## config.mk

```make
export PLATFORM = sky130hd
export DESIGN_NAME = imem_boot_ctrl_flat
export DESIGN_NICKNAME = d
export VERILOG_FILES = /design/src/rtl/imem_boot_ctrl_if.sv /design/src/rtl/imem_boot_ctrl.sv /design/src/flat_wrapper.sv
export SDC_FILE = /design/constraint.sdc
export NUM_CORES = 1
export LEC_CHECK = 0
export BUFFER_PORTS_ARGS = -buffer_cell sky130_fd_sc_hd__buf_2
export CAP_MARGIN = 10
export CORE_MARGIN = 2
export CORE_UTILIZATION = 35
export DETAILED_ROUTE_END_ITERATION = 12
export PLACE_DENSITY = 0.63
export REMOVE_ABC_BUFFERS = 1
export SYNTH_ARGS = -nofsm -noshare
export SYNTH_HDL_FRONTEND = slang
export SYNTH_SLANG_ARGS = --single-unit
export TNS_END_PERCENT = 100
```

## constraint.sdc

```tcl
create_clock -name clk -period 2.9 [get_ports clk]
set_input_delay 0.725 -clock clk [delete_from_list [all_inputs] [get_ports clk]]
set_output_delay 0.725 -clock clk [all_outputs]
set_load 0.03 [all_outputs]
```

## src/rtl/imem_boot_ctrl_if.sv

```systemverilog
// Signal bundle between the boot-load controller (master) and its environment:
// byte-stream input, instruction-memory write port and processor control outputs.
interface imem_boot_ctrl_if;
    // Byte handshake: a byte transfers on a rising edge where rx_valid && rx_ready;
    // rx_data must hold while rx_valid is high and rx_ready is low.
    logic        start;
    logic        rx_valid;
    logic [7:0]  rx_data;
    logic        rx_ready;
    logic        we;
    logic [31:0] waddr;
    logic [31:0] wdata;
    logic        cpu_reset;
    logic        busy;
    logic        done;
    logic        err;
    logic [2:0]  state;

    modport master (
        input  start, rx_valid, rx_data,
        output rx_ready, we, waddr, wdata, cpu_reset, busy, done, err, state
    );

    modport slave (
        output start, rx_valid, rx_data,
        input  rx_ready, we, waddr, wdata, cpu_reset, busy, done, err, state
    );
endinterface

```

## src/rtl/imem_boot_ctrl.sv

```systemverilog
// Boot-load controller: parses a length-prefixed, XOR-checksummed byte stream,
// writes little-endian words to instruction memory and releases the CPU on success.
module imem_boot_ctrl #(
    parameter int DEPTH = 64,
    parameter int LEN_W = 16
) (
    input  logic             clk,
    input  logic             reset,
    imem_boot_ctrl_if.master bus
);
    localparam int WI_W = $clog2(DEPTH) + 1;

    typedef enum logic [2:0] {
        S_IDLE, S_LEN0, S_LEN1, S_DATA, S_CSUM, S_RUN, S_ERROR
    } state_e;

    state_e            state_q, state_d;
    logic [LEN_W-1:0]  n_q, n_d;
    logic [WI_W-1:0]   word_idx_q, word_idx_d;
    logic [1:0]        byte_idx_q, byte_idx_d;
    logic [31:0]       word_q, word_d;
    logic [7:0]        csum_q, csum_d;
    logic              we_q, we_d;
    logic [31:0]       waddr_q, waddr_d;
    logic [31:0]       wdata_q, wdata_d;
    logic              rx_ready_q, cpu_reset_q, busy_q, done_q, err_q;
    logic              accept;
    logic [15:0]       n_hdr;

    assign accept = bus.rx_valid && rx_ready_q;
    assign n_hdr  = {bus.rx_data, n_q[7:0]};

    always_comb begin
        state_d    = state_q;
        n_d        = n_q;
        word_idx_d = word_idx_q;
        byte_idx_d = byte_idx_q;
        word_d     = word_q;
        csum_d     = csum_q;
        we_d       = 1'b0;
        waddr_d    = waddr_q;
        wdata_d    = wdata_q;
        case (state_q)
            S_IDLE, S_RUN, S_ERROR: begin
                if (bus.start) state_d = S_LEN0;
            end
            S_LEN0: begin
                if (accept) begin
                    n_d     = LEN_W'(bus.rx_data);
                    state_d = S_LEN1;
                end
            end
            S_LEN1: begin
                if (accept) begin
                    n_d        = LEN_W'(n_hdr);
                    word_idx_d = '0;
                    byte_idx_d = '0;
                    csum_d     = '0;
                    word_d     = '0;
                    if (32'(n_hdr) > 32'(DEPTH)) state_d = S_ERROR;
                    else if (n_hdr == 16'd0)     state_d = S_CSUM;
                    else                         state_d = S_DATA;
                end
            end
            S_DATA: begin
                if (accept) begin
                    word_d[8*byte_idx_q +: 8] = bus.rx_data;
                    csum_d     = csum_q ^ bus.rx_data;
                    byte_idx_d = byte_idx_q + 2'd1;
                    // Last lane of a word: present the assembled word on the next cycle.
                    if (byte_idx_q == 2'd3) begin
                        we_d       = 1'b1;
                        waddr_d    = {{(30-WI_W){1'b0}}, word_idx_q, 2'b00};
                        wdata_d    = word_d;
                        word_idx_d = word_idx_q + 1'b1;
                        if ((32'(word_idx_q) + 32'd1) == 32'(n_q)) state_d = S_CSUM;
                    end
                end
            end
            S_CSUM: begin
                if (accept) state_d = (bus.rx_data == csum_q) ? S_RUN : S_ERROR;
            end
            default: state_d = S_IDLE;
        endcase
    end

    always_ff @(posedge clk) begin
        if (reset) begin
            state_q     <= S_IDLE;
            n_q         <= '0;
            word_idx_q  <= '0;
            byte_idx_q  <= '0;
            word_q      <= '0;
            csum_q      <= '0;
            we_q        <= 1'b0;
            waddr_q     <= '0;
            wdata_q     <= '0;
            rx_ready_q  <= 1'b0;
            cpu_reset_q <= 1'b1;
            busy_q      <= 1'b0;
            done_q      <= 1'b0;
            err_q       <= 1'b0;
        end else begin
            state_q     <= state_d;
            n_q         <= n_d;
            word_idx_q  <= word_idx_d;
            byte_idx_q  <= byte_idx_d;
            word_q      <= word_d;
            csum_q      <= csum_d;
            we_q        <= we_d;
            waddr_q     <= waddr_d;
            wdata_q     <= wdata_d;
            // Status flags are decoded from the next state so they line up with state_q.
            rx_ready_q  <= (state_d == S_LEN0) || (state_d == S_LEN1) ||
                           (state_d == S_DATA) || (state_d == S_CSUM);
            busy_q      <= (state_d == S_LEN0) || (state_d == S_LEN1) ||
                           (state_d == S_DATA) || (state_d == S_CSUM);
            cpu_reset_q <= (state_d != S_RUN);
            done_q      <= (state_d == S_RUN);
            err_q       <= (state_d == S_ERROR);
        end
    end

    assign bus.rx_ready  = rx_ready_q;
    assign bus.we        = we_q;
    assign bus.waddr     = waddr_q;
    assign bus.wdata     = wdata_q;
    assign bus.cpu_reset = cpu_reset_q;
    assign bus.busy      = busy_q;
    assign bus.done      = done_q;
    assign bus.err       = err_q;
    assign bus.state     = state_q;
endmodule

```

## src/flat_wrapper.sv

```systemverilog
// flat-port wrapper written by rule: the top's interface ports become plain ports
module imem_boot_ctrl_flat 
#(
    parameter int DEPTH = 64,
    parameter int LEN_W = 16
)
  (clk, reset, bus_start, bus_rx_valid, bus_rx_data, bus_rx_ready, bus_we, bus_waddr, bus_wdata, bus_cpu_reset, bus_busy, bus_done, bus_err, bus_state);
  imem_boot_ctrl_if bus_i ();
  input  logic clk;
  input  logic reset;
  input wire logic [$bits(bus_i.start)-1:0] bus_start;
  input wire logic [$bits(bus_i.rx_valid)-1:0] bus_rx_valid;
  input wire logic [$bits(bus_i.rx_data)-1:0] bus_rx_data;
  output wire logic [$bits(bus_i.rx_ready)-1:0] bus_rx_ready;
  output wire logic [$bits(bus_i.we)-1:0] bus_we;
  output wire logic [$bits(bus_i.waddr)-1:0] bus_waddr;
  output wire logic [$bits(bus_i.wdata)-1:0] bus_wdata;
  output wire logic [$bits(bus_i.cpu_reset)-1:0] bus_cpu_reset;
  output wire logic [$bits(bus_i.busy)-1:0] bus_busy;
  output wire logic [$bits(bus_i.done)-1:0] bus_done;
  output wire logic [$bits(bus_i.err)-1:0] bus_err;
  output wire logic [$bits(bus_i.state)-1:0] bus_state;
  assign bus_i.start = bus_start;
  assign bus_i.rx_valid = bus_rx_valid;
  assign bus_i.rx_data = bus_rx_data;
  assign bus_rx_ready = bus_i.rx_ready;
  assign bus_we = bus_i.we;
  assign bus_waddr = bus_i.waddr;
  assign bus_wdata = bus_i.wdata;
  assign bus_cpu_reset = bus_i.cpu_reset;
  assign bus_busy = bus_i.busy;
  assign bus_done = bus_i.done;
  assign bus_err = bus_i.err;
  assign bus_state = bus_i.state;
  imem_boot_ctrl #(.DEPTH(DEPTH), .LEN_W(LEN_W)) u_core (.clk(clk), .reset(reset), .bus(bus_i));
endmodule
```

# Yosys cells after proc, flatten, opt, wreduce, memory -nomap -nowiden
# Cells that the tools add are included.
# totals
regBits	112
output_inout_bits	73
# classes
n_addsub	4
n_lt_le_gt_ge	1
n_eq_ne	20
shift	2
mux	29
bitwise_logic	4
reduce_logical	15
# ops
cell	n
$mux W32	2
$pmux W32 S2	1
$neg A5 Y34	1
$shift A8 B34 Y32 const A	1
$shiftx A8 B34 Y32	1
$bwmux W32	1
$eq A32 B16 Y1	1
$mux W16	2
$pmux W16 S2	1
$mux W3	9
$mux W7	3
$eq A3 B3 Y1 const B	6
$gt A16 B7 Y1 const B	1
$logic_not A16 Y1	1
$mux W8	2
$pmux W8 S2	1
$pmux W3 S5	1
$pmux W7 S2	1
$eq A3 B2 Y1 const B	4
$reduce_and A3 Y1	4
$add A7 B1 Y8 const B	1
$eq A8 B8 Y1	1
$ne A2 B1 Y1 const B	4
$xor A8 B8 Y8	1
other kinds (15)	24

# Longest topological paths before layout
# Gate-level depths: netlist (run 1).
# depth
ltp_word	10
ltp_mapped	9

# Worst setup path before layout (run 1)
# OpenSTA, ideal clock, no wires.
# synth_path
path_type	input -> register
start	input bus_rx_data[4]
end	register u_core.err_q (netlist: u_core.bus.err)
setup_ps	116
arrival_ps	2106
required_time_ps	2784
setup_slack_ps	679
cell_stages	8
n_path_buf	1
cell_sequence	clkbuf_1 nor2b_1 a2111oi_0 and4_1 a21o_1 a21oi_1 and2_1 and3_1
# synth_via
elab_chain_cells	6
elab_cells_between_ends	10
# synth_lines
item	line	rtl
from (decl)	flat_wrapper.sv:13	input wire logic [$bits(bus_i.rx_data)-1:0] bus_rx_data;
parallel branches: the longest is 4 deep, another holds $gt A16 B7 Y1	-	
$pmux W3 S5 *	imem_boot_ctrl.sv:43	case (state_q)
$eq A3 B3 Y1 *	imem_boot_ctrl.sv:120	err_q <= (state_d == S_ERROR);
to (signal assigned)	imem_boot_ctrl.sv:120	
to (decl)	imem_boot_ctrl.sv:26	logic rx_ready_q, cpu_reset_q, busy_q, done_q, err_q;
# Every way passes the cells marked *.
# A chain may end at the register's enable or synchronous reset.

# Worst setup path in the final report (run 1)
# layout_path
start	register u_core.word_idx_q[0]
end	register u_core.err_q (netlist: u_core.bus.err)
# layout_via
elab_chain_cells	7
# layout_lines
item	line	rtl
from (decl)	imem_boot_ctrl.sv:19	logic [WI_W-1:0] word_idx_q, word_idx_d;
from (signal assigned)	imem_boot_ctrl.sv:106	word_idx_q <= word_idx_d;
$add A7 B1 Y8	imem_boot_ctrl.sv:76	if ((32'(word_idx_q) + 32'd1) == 32'(n_q)) state_d = S_CSUM;
$eq A32 B16 Y1	imem_boot_ctrl.sv:76	
$mux W3	imem_boot_ctrl.sv:76	
$mux W3	imem_boot_ctrl.sv:71	if (byte_idx_q == 2'd3) begin
$mux W3	imem_boot_ctrl.sv:66	if (accept) begin
$pmux W3 S5	imem_boot_ctrl.sv:43	
$eq A3 B3 Y1	imem_boot_ctrl.sv:120	
# Every way passes these cells.

==> flow_summary.ini, run 1 <==
[timing]
whs_ns = 0.451
period_share = 0.793
max_slew_margin = 0.590
slew_viol_final = 0
finalSetupViolCount = 0
skew_ns = 0.0103
tightestPinTransition_ns = 0.616
fin_crit_ns = 2.30
finalHoldViolations = 0
rsz0062_at_grt = false
fmax_mhz = 435

[yosys]
syn_area_sq_mm = 0.00524
synth_seq_cells = 112
ys.flop_type = dfxtp_1
syn_area_per_cell_sq_um = 7.59
synth-async-reset-ratio = 0
synth_enable_flop_cells = 0
syn_inst = 691
synthDistinctLibCells = 52
synth_warnings = 0
ys_seq_area_frac = 0.428

[worst_setup_path]
critPathMaxFanout = 7
crit_type = flip-flop to flip-flop
startpoint_type = flip-flop
worstSetupEndpointType = flip-flop
cp_data_arrival_time_ns = 2.59
crit_required_ns = 3.19

[drt]
routed_wl_mm = 12.6
remaining_drc_errors = 0
drt_iter0_markers = 316
wl_per_cell_um = 13.8
vias_per_cell = 4.97
drt.antenna.violating_nets = 0
vias = 4543
first_pass_iters = 4

[pwr]
powerDensity_mw_per_mm2 = 509
ir_drop_mv = 0.280
p_total_mw = 2.99
p_leak_nw = 2.28

[outcome]
outcome = finished, final reports clean

[placement]
placedInstanceArea_sq_mm = 0.00558
dp_hpwl_mm = 8.45
numPortBuffers = 59
place.gp.congestion = 0.827

[cells_and_area]
drive_above_1_share = 0.129
final_common_cell = nor2_1
nets = 745
area.growth.synth_to_final_pct = 11.9
final_cell_mix = nor2_1 (122), dfxtp_1 (112), nand2_1 (82)
n_antenna_cell = 0
final_cell_area_sq_mm = 0.00587

[run]
drv_cap = 0

[cts]
cts_buffers = 9
post-cts-setup-buffers = 0
cts_max_path_buffers = 2
clk_transition_reported_paths_ns = 0.07
cts_htree_levels = 3
cts_tree = yes
clock_sinks = 112
cts_resized = 0
cts_root_buf = clkbuf_16
hold_buffers = 0
clk_latency_ns = 0.36

[min_path]
hold_class = flip-flop to flip-flop

[grt]
grt.overflow.total = 0
grt_pass1_vias = 4188
antenna_found_initial = 0
grt_max_degree = 42
grt_usage = 0.158
grt_pass1_wl_mm = 20.8

[die]
core_area_sq_mm = 0.0146
start_util = 0.359
top_level_ports = 85
fp.dieH_um = 126
die_w_um = 126
num_rows = 44
die-area_sq_mm = 0.0160
## metal layers
layer,GRT usage,vias up,routed length [um]
li1,-,2347,-
met4,0.0524,0,169
met5,0,-,0
met2,0.257,99,5670
met3,0.0333,10,543
met1,0.209,2087,6200
## power breakdown
| group | switching [mW] | internal [mW] |
|---|---|---|
| registers | 0.0144 | 1.54 |
| logic | 0.157 | 0.0438 |
| clock network | 0.558 | 0.671 |
| total | 0.729 | 2.26 |
## worst paths after layout
path / slack [ns] / cells past startpoint / end / startpoint
max reg2reg: 0.60 / 7 / u_core.bus.err$_SDFF_PP0_ / u_core.word_idx_q[0]$_SDFFE_PP0P_
max: 0.60 / 7 / u_core.bus.err$_SDFF_PP0_ / u_core.word_idx_q[0]$_SDFFE_PP0P_
min reg2reg: 0.45 / 2 / u_core.bus.waddr[5]$_SDFFE_PP0P_ / u_core.bus.waddr[5]$_SDFFE_PP0P_
min: 0.45 / 2 / u_core.bus.waddr[5]$_SDFFE_PP0P_ / u_core.bus.waddr[5]$_SDFFE_PP0P_
## stage by stage
| stage | setup TNS [ns] | cells | worst slack, ns | utilization |
|---|---|---|---|---|
| final | 0 | 915 | 0.601 | 0.402 |
| after detailed placement | 0 | 899 | 0.447 | 0.383 |
| after CTS | 0 | 915 | 0.602 | 0.402 |
| after floorplan | -44.37 | 641 | -1.28 | - |
| after global placement | 0 | 899 | 0.463 | 0.383 |
| after global routing | 0 | 915 | 0.434 | 0.402 |
## synth_stat cells (all sizes together), types with 3 or more instances
master	number	area (sq um)
buf	37	258
nand2b	3	18.8
nor2	122	458
nor3	37	190
nand2	82	308
clkbuf	37	139
ha	7	87.6
a21oi	43	215
inv	35	131
nor2b	9	56.3
a22o	8	70.1
xnor2	7	61.3
dfxtp	112	2240
o21ai	40	200
nor3b	3	22.5
xor2	4	35.0
nand3	23	115
a22oi	38	285
nor4	6	43.8
and3	4	26.3
## state kept, by name, indices dropped and copies added, names as in the netlist
register / flops
u_core.bus.rx_ready: 1
u_core.bus.we: 1
u_core.word_q: 32
u_core.bus.wdata: 32
u_core.n_q: 16
u_core.bus.done: 1
u_core.bus.err: 1
u_core.byte_idx_q: 2
u_core.bus.waddr: 7
u_core.word_idx_q: 7
u_core.bus.state: 3
u_core.csum_q: 8
u_core.bus.cpu_reset: 1
## layout make-up
type | instances | area, sq um
fill | 1547 | 8720
multi-input combinational | 493 | 2570
sequential | 112 | 2240
timing repair buffer | 74 | 410
clock buffer | 13 | 240
tap | 184 | 230
inverter | 36 | 135
clock inverter | 3 | 42.5
## worst max-delay path: stages, from the launching register on
cell and delay, ns:
dfxtp_1 0.45, ha_1 0.31, nand3_1 0.12, or3_1 0.36, a211o_1 0.35, o31ai_2 0.26
and2b_2 0.23, and3_1 0.15
## cell families (layout without fill, tap and decap cells)
kind of cell    count (synthesis)  after routing  share of synthesized area
xor+xnor                       11             11                     0.0184
simple gates                  304            304                      0.258
fa+ha+maj                       7              7                     0.0167
compound gates                145            145                      0.175
flops                         112            112                      0.428
other cells                     1             25                   0.000715
mux                             1              1                    0.00191
buf+inv                       110            126                      0.101
(Power assumes the default switching activity.)
==> inputs of run 2 (changes only) <==
Clock period 2.9 ns to 2.3 ns, I/O delays scaled along.
==> run 2 against run 1 <==
  * Die area stayed put
  * Design area increased by 2.6%
  * Flip-flop and latch count did not move
  * Sequential power is 26% higher
  * Combinational power up 36%
  * First-iteration DRC count down 3.5%
  * Cell count is 1.1% higher
  * Total power grew 29%
  * Register-to-register slack got worse by 0.43 ns
  * Worst setup slack lost 0.43 ns
  * Core utilization increased by 1.1 points
==> flow_summary.ini, run 2 (synthesized netlist as in run 1, its figures left out) <==
[cts]
clock_sinks = 112
clk_latency_ns = 0.36
clk_transition_reported_paths_ns = 0.07
cts_buffers = 9
cts_htree_levels = 3
cts_root_buf = clkbuf_16
cts_tree = yes
cts_max_path_buffers = 2

[drt]
remaining_drc_errors = 0
first_pass_iters = 4
vias_per_cell = 5.00
routed_wl_mm = 13.0
drt.antenna.violating_nets = 0
drt_iter0_markers = 305
wl_per_cell_um = 14.0
vias = 4622

[cells_and_area]
area.growth.synth_to_final_pct = 14.8
final_cells = 925
final_cell_area_sq_mm = 0.00602
final_common_cell = nor2_1
fillCellCount = 1527
drive_above_1_share = 0.146
nets = 756
final_cell_mix = nor2_1 (122), dfxtp_1 (112), nand2_1 (82)
n_antenna_cell = 0

[die]
die_w_um = 126
num_rows = 44
top_level_ports = 85
die-area_sq_mm = 0.0160
start_util = 0.359
fp.dieH_um = 126
core_area_sq_mm = 0.0146

[worst_setup_path]
crit_required_ns = 2.60
critical_path.top_delay_family = simple AND/OR/NAND/NOR gates
path_cells = ha_4 > nand3_1 > or3_1 > a211o_1 > o31ai_4 > and2_1 > and3_1
cp_data_arrival_time_ns = 2.42
cpPeakStageDelay_ns = 0.43
rr_startpoint = u_core.word_idx_q[1]$_SDFFE_PP0P_
crit_type = flip-flop to flip-flop
startpoint_type = flip-flop
reg2reg_slack_ns = 0.17
crit_slowest_cell = dfxtp_1
crit_buf_inv = 0
worstSetupEndpointType = flip-flop
ff2ff_path_depth = 7
critPathMaxFanout = 7
worstReg2RegEnd = u_core.bus.err$_SDFF_PP0_

[timing]
max_slew_margin = 0.593
skew_ns = 0.0105
slew_viol_final = 0
finalHoldViolations = 0
tightestPinTransition_ns = 0.607
rsz0062_at_grt = false
fin_crit_ns = 2.13
finalSetupViolCount = 0
whs_ns = 0.449
period_share = 0.925
fmax_mhz = 470

[grt]
grt_most_used_layer = met2
use_met3 = 0.0337
grt_max_degree = 42
grt_use_met2 = 0.260
use_met1 = 0.226
grt_pass1_vias = 4189
grt.overflow.total = 0
grt_pass1_wl_mm = 21.5
antenna_found_initial = 0
grt_usage = 0.165

[placement]
numPortBuffers = 59
place.gp.congestion = 0.856
placedInstanceArea_sq_mm = 0.00569
dp_hpwl_mm = 8.84
dp_cells = 910

[pwr]
clockPowerShare = 0.419
power.switching_mw = 0.906
internal_power_mw = 2.94
powerDensity_mw_per_mm2 = 640
swShare = 0.235
power_frac_seq = 0.510
combinationalPowerShare = 0.071
p_leak_nw = 2.36
ir_drop_mv = 0.407

[min_path]
min_path_cells = 2
hold_end = u_core.bus.waddr[5]$_SDFFE_PP0P_
hold_start = u_core.bus.waddr[5]$_SDFFE_PP0P_
hold_class = flip-flop to flip-flop

[outcome]
outcome = finished, final reports clean

[run]
drv_cap = 0
-- run 2: worst max path at each step --
stage                                      start                   endpoint  slack [ns]  depth (start not counted)
2_1_floorplan     u_core.bus.rx_ready$_SDFF_PP0_  u_core.bus.err$_SDFF_PP0_       -1.88                          6
3_3_place_gp                      bus_rx_data[4]  u_core.bus.err$_SDFF_PP0_        0.03                          8
3_5_place_dp                      bus_rx_data[4]  u_core.bus.err$_SDFF_PP0_        0.03                          8
4_1_cts        u_core.word_idx_q[1]$_SDFFE_PP0P_  u_core.bus.err$_SDFF_PP0_        0.10                          7
5_1_grt        u_core.word_idx_q[1]$_SDFFE_PP0P_  u_core.bus.err$_SDFF_PP0_        0.04                          7
6_report       u_core.word_idx_q[1]$_SDFFE_PP0P_  u_core.bus.err$_SDFF_PP0_        0.17                          7
-- run 2: power by group through the flow --
| stage | clock network [mW] | logic (mW) | registers, mW |
|---|---|---|---|
| 6_report | 1.61 | 0.273 | 1.96 |
| 5_1_grt | 1.74 | 0.299 | 1.97 |
| 4_1_cts | 1.66 | 0.272 | 1.96 |
| 3_5_place_dp | 0 | 0.272 | 2.01 |
| 3_3_place_gp | 0 | 0.272 | 2.01 |
| 2_1_floorplan | 0 | 0.135 | 2.02 |
-- run 2: area by class of cell --
class                   instances  area, sq um  share of cell area
clock buffers                  13          270              0.0449
clock inverters                 2         37.5             0.00623
well taps                     184          230              0.0382
repair buffers                 85          518              0.0860
flip-flops and latches        112         2240               0.372
inverters                      36          135              0.0224
multi-input cells             493         2590               0.430
-- run 2: tightest hold or removal path, cell delays in order (launching register included) --
cell,delay [ns]
dfxtp_1,0.31
nand2_1,0.05
a21oi_1,0.05
-- run 2: repair_timing --
item,in CTS,in global routing
buffers inserted,0,0
gates resized for setup,0,3
hold buffers,0,0
setup endpoints to repair,0,4
-- run 2: stage by stage --
step	utilization	total power [mW]	setup slack [ns]	setup TNS, ns
5_1_grt	0.413	4.00	0.0450	0
2_1_floorplan	-	2.16	-1.88	-86.50
6_report	0.413	3.85	0.173	0
3_5_place_dp	0.390	2.28	0.0272	0
3_3_place_gp	0.390	2.28	0.0273	0
4_1_cts	0.411	3.90	0.104	0
-- run 2: per-layer routing --
| layer | wire length, um | up-vias |
|---|---|---|
| met5 | 0 | - |
| met4 | 205 | 0 |
| met3 | 612 | 18 |
| met2 | 5950 | 119 |
| met1 | 6230 | 2116 |
| li1 | - | 2369 |
==> inputs of run 3 (changes only) <==
Settings changed: ABC_AREA set to 1.
==> run 3 against run 2 <==
  * Synthesized area is 1.9% higher
  * Clock power hardly changed
  * Synthesized cell count is 5.9% higher
  * Critical endpoint is now u_core.bus.cpu_reset$_SDFF_PP1_
  * Largest cell class unchanged
  * Largest power group unchanged
==> flow_summary.ini, run 3 <==
[worst_setup_path]
rr_startpoint = u_core.word_idx_q[1]$_SDFFE_PP0P_
critPathMaxFanout = 5
reg2reg_slack_ns = 0.32
cp_data_arrival_time_ns = 2.21
crit_buf_inv = 2
path_cells = ha_1 > inv_1 > nand2_1 > nand2_1 > nor2_1 > nand2_1 > nor2_1 > nand3_1 > nor2_1 > nand3_1 > nand2_1 > inv_1 > nor2_1 > nand2_1
worstReg2RegEnd = u_core.bus.cpu_reset$_SDFF_PP1_
crit_required_ns = 2.54
crit_path_frequent_cell = nand2_1
worstSetupEndpointType = flip-flop
crit_type = flip-flop to flip-flop
ff2ff_path_depth = 14
startpoint_type = flip-flop
crit_slowest_cell = dfxtp_1
critical_path.top_delay_family = simple AND/OR/NAND/NOR gates
cpPeakStageDelay_ns = 0.35

[cells_and_area]
area.growth.synth_to_final_pct = 13.4
final_cell_mix = nand2_1 (136), dfxtp_1 (112), nor2_1 (98)
drive_above_1_share = 0.154
fillCellCount = 1608
final_common_cell = nand2_1
nets = 800
n_antenna_cell = 0
fin_util = 0.402

[yosys]
syn_area_sq_mm = 0.00535
syn_area_per_cell_sq_um = 7.30
synthSimpleGateAreaFrac = 0.251
synth_warnings = 0
synth_mux_area_frac = 0
synthDistinctLibCells = 30
synth-compound-area-share = 0.198
synth-async-reset-ratio = 0
synth_xor_area_frac = 0.00492
syn_inst = 732
synth_enable_flop_cells = 0
synth_seq_cells = 112
yosys.area.top_type = dfxtp_1
synthTopCellsByCount = nand2_1 (136), dfxtp_1 (112), nor2_1 (98)
synth_top_area_frac = 0.419
ys_seq_area_frac = 0.419
synth_top_family_by_area = simple AND/OR/NAND/NOR gates
ys.flop_type = dfxtp_1
synth_fa_ha_area_frac = 0.0164
synth.most_common_cell = nand2_1
yosys-top-cells-area = dfxtp_1 (42%), nand2_1 (9.6%), nor2_1 (6.9%)

[timing]
fin_crit_ns = 1.98
slew_viol_final = 0
finalSetupViolCount = 0
rsz0062_at_grt = false
period_share = 0.859
finalHoldViolations = 0
fmax_mhz = 506
skew_ns = 0.00600
fin_ws_ns = 0.325
fin_tns_setup_ns = 0

[placement]
numPortBuffers = 59
place.gp.congestion = 0.854
dp_hpwl_mm = 9.17
dp_worst_setup_slack_ns = 0.242

[grt]
antenna_found_initial = 0
grt_pass1_wl_mm = 21.9
grt.overflow.total = 0
grt_max_degree = 45
grt_pass1_vias = 4311
grt_usage = 0.166

[pwr]
ir_drop_mv = 0.412
powerDensity_mw_per_mm2 = 643
p_leak_nw = 2.60

[drt]
wl_per_cell_um = 13.6
drt.antenna.violating_nets = 0
vias = 4790
vias_per_cell = 4.92
m1WireLength_mm = 6.45
wl_met3_um = 654
routed_wl_mm = 13.3
top_layer_used = met4
wl_met2_mm = 6.00
remaining_drc_errors = 0
drt_iter0_markers = 332
first_pass_iters = 5

[cts]
clk_latency_ns = 0.35
cts_max_path_buffers = 2
cts_buffers = 9
clock_sinks = 112
clk_transition_reported_paths_ns = 0.07
cts_root_buf = clkbuf_16
cts_htree_levels = 3
cts_tree = yes
hold_buffers = 0

[min_path]
min_path_cells = 2
hold_end = u_core.n_q[14]$_SDFFE_PP0P_
hold_start = u_core.n_q[14]$_SDFFE_PP0P_
hold_class = flip-flop to flip-flop

[outcome]
outcome = finished, final reports clean

[die]
die_w_um = 128
num_rows = 45
top_level_ports = 85
fp.dieH_um = 128
core_area_sq_mm = 0.0151
start_util = 0.354
die-area_sq_mm = 0.0163

[run]
drv_cap = 0
-- run 3: power by group --
| part | switching, mW | leakage [nW] | internal (mW) |
|---|---|---|---|
| clock network | 0.743 | 0.148 | 0.859 |
| logic | 0.246 | 1.55 | 0.0781 |
| registers | 0.0165 | 0.903 | 1.95 |
-- run 3: what timing repair did --
item / in CTS / in global routing
setup buffers: 0 / 0
gates resized for setup: 0 / 1
setup endpoints to repair: 0 / 3
-- run 3: worst max path at each step --
stage,start,to,slack (ns),cells past startpoint
finish,u_core.word_idx_q[1]$_SDFFE_PP0P_,u_core.bus.cpu_reset$_SDFF_PP1_,0.32,14
global route,u_core.word_idx_q[1]$_SDFFE_PP0P_,u_core.bus.done$_SDFF_PP0_,0.03,16
CTS,u_core.word_idx_q[1]$_SDFFE_PP0P_,u_core.bus.cpu_reset$_SDFF_PP1_,0.28,12
detailed placement,bus_rx_valid,u_core.bus.wdata[2]$_SDFFE_PP0P_,0.24,10
global placement,bus_rx_valid,u_core.bus.wdata[1]$_SDFFE_PP0P_,0.27,10
floorplan,u_core.bus.rx_ready$_SDFF_PP0_,u_core.csum_q[0]$_SDFFE_PP0P_,-0.20,7
-- run 3: logic make-up (layout without fill, tap and decap cells) --
kind of cell | after synthesis | count (layout)
simple gates | 315 | 315
compound gates | 169 | 169
xor+xnor | 3 | 3
buf+inv | 125 | 155
flops | 112 | 112
other cells | 1 | 25
fa+ha+maj | 7 | 7
-- run 3: per-stage QoR --
stage          hold slack, ns  total power [mW]  instance area, sq um  cells
2_1_floorplan           0.435              2.23                  5090    695
3_3_place_gp            0.450              2.34                  5750    958
3_5_place_dp            0.454              2.34                  5750    958
4_1_cts                 0.466              3.94                  6060    974
5_1_grt                 0.484              4.04                  6060    974
6_report                0.467              3.90                  6060    974
-- run 3: worst reg2reg max path: cells and delay by family, from the launching register on --
kind	cells	cell delay (ns)
adder cells (fa/ha/maj)	1	0.34
buffers and inverters	2	0.13
flip-flops	1	0.35
AND/OR/NAND/NOR	11	1.05
-- run 3: cell type report --
cell class | count | area, sq um | share of cell area
multi-input combinational | 519 | 2610 | 0.430
clock buffer | 9 | 225 | 0.0372
sequential | 112 | 2240 | 0.370
tap | 188 | 235 | 0.0388
inverter | 64 | 243 | 0.0401
timing repair buffer | 75 | 428 | 0.0706
clock inverter | 7 | 80.1 | 0.0132
-- run 3: layer usage --
metal  global-route usage  vias to the layer above
met5                    0                        -
met4               0.0465                        0
met3               0.0289                       12
met2                0.262                      127
met1                0.234                     2179
li1                     -                     2472
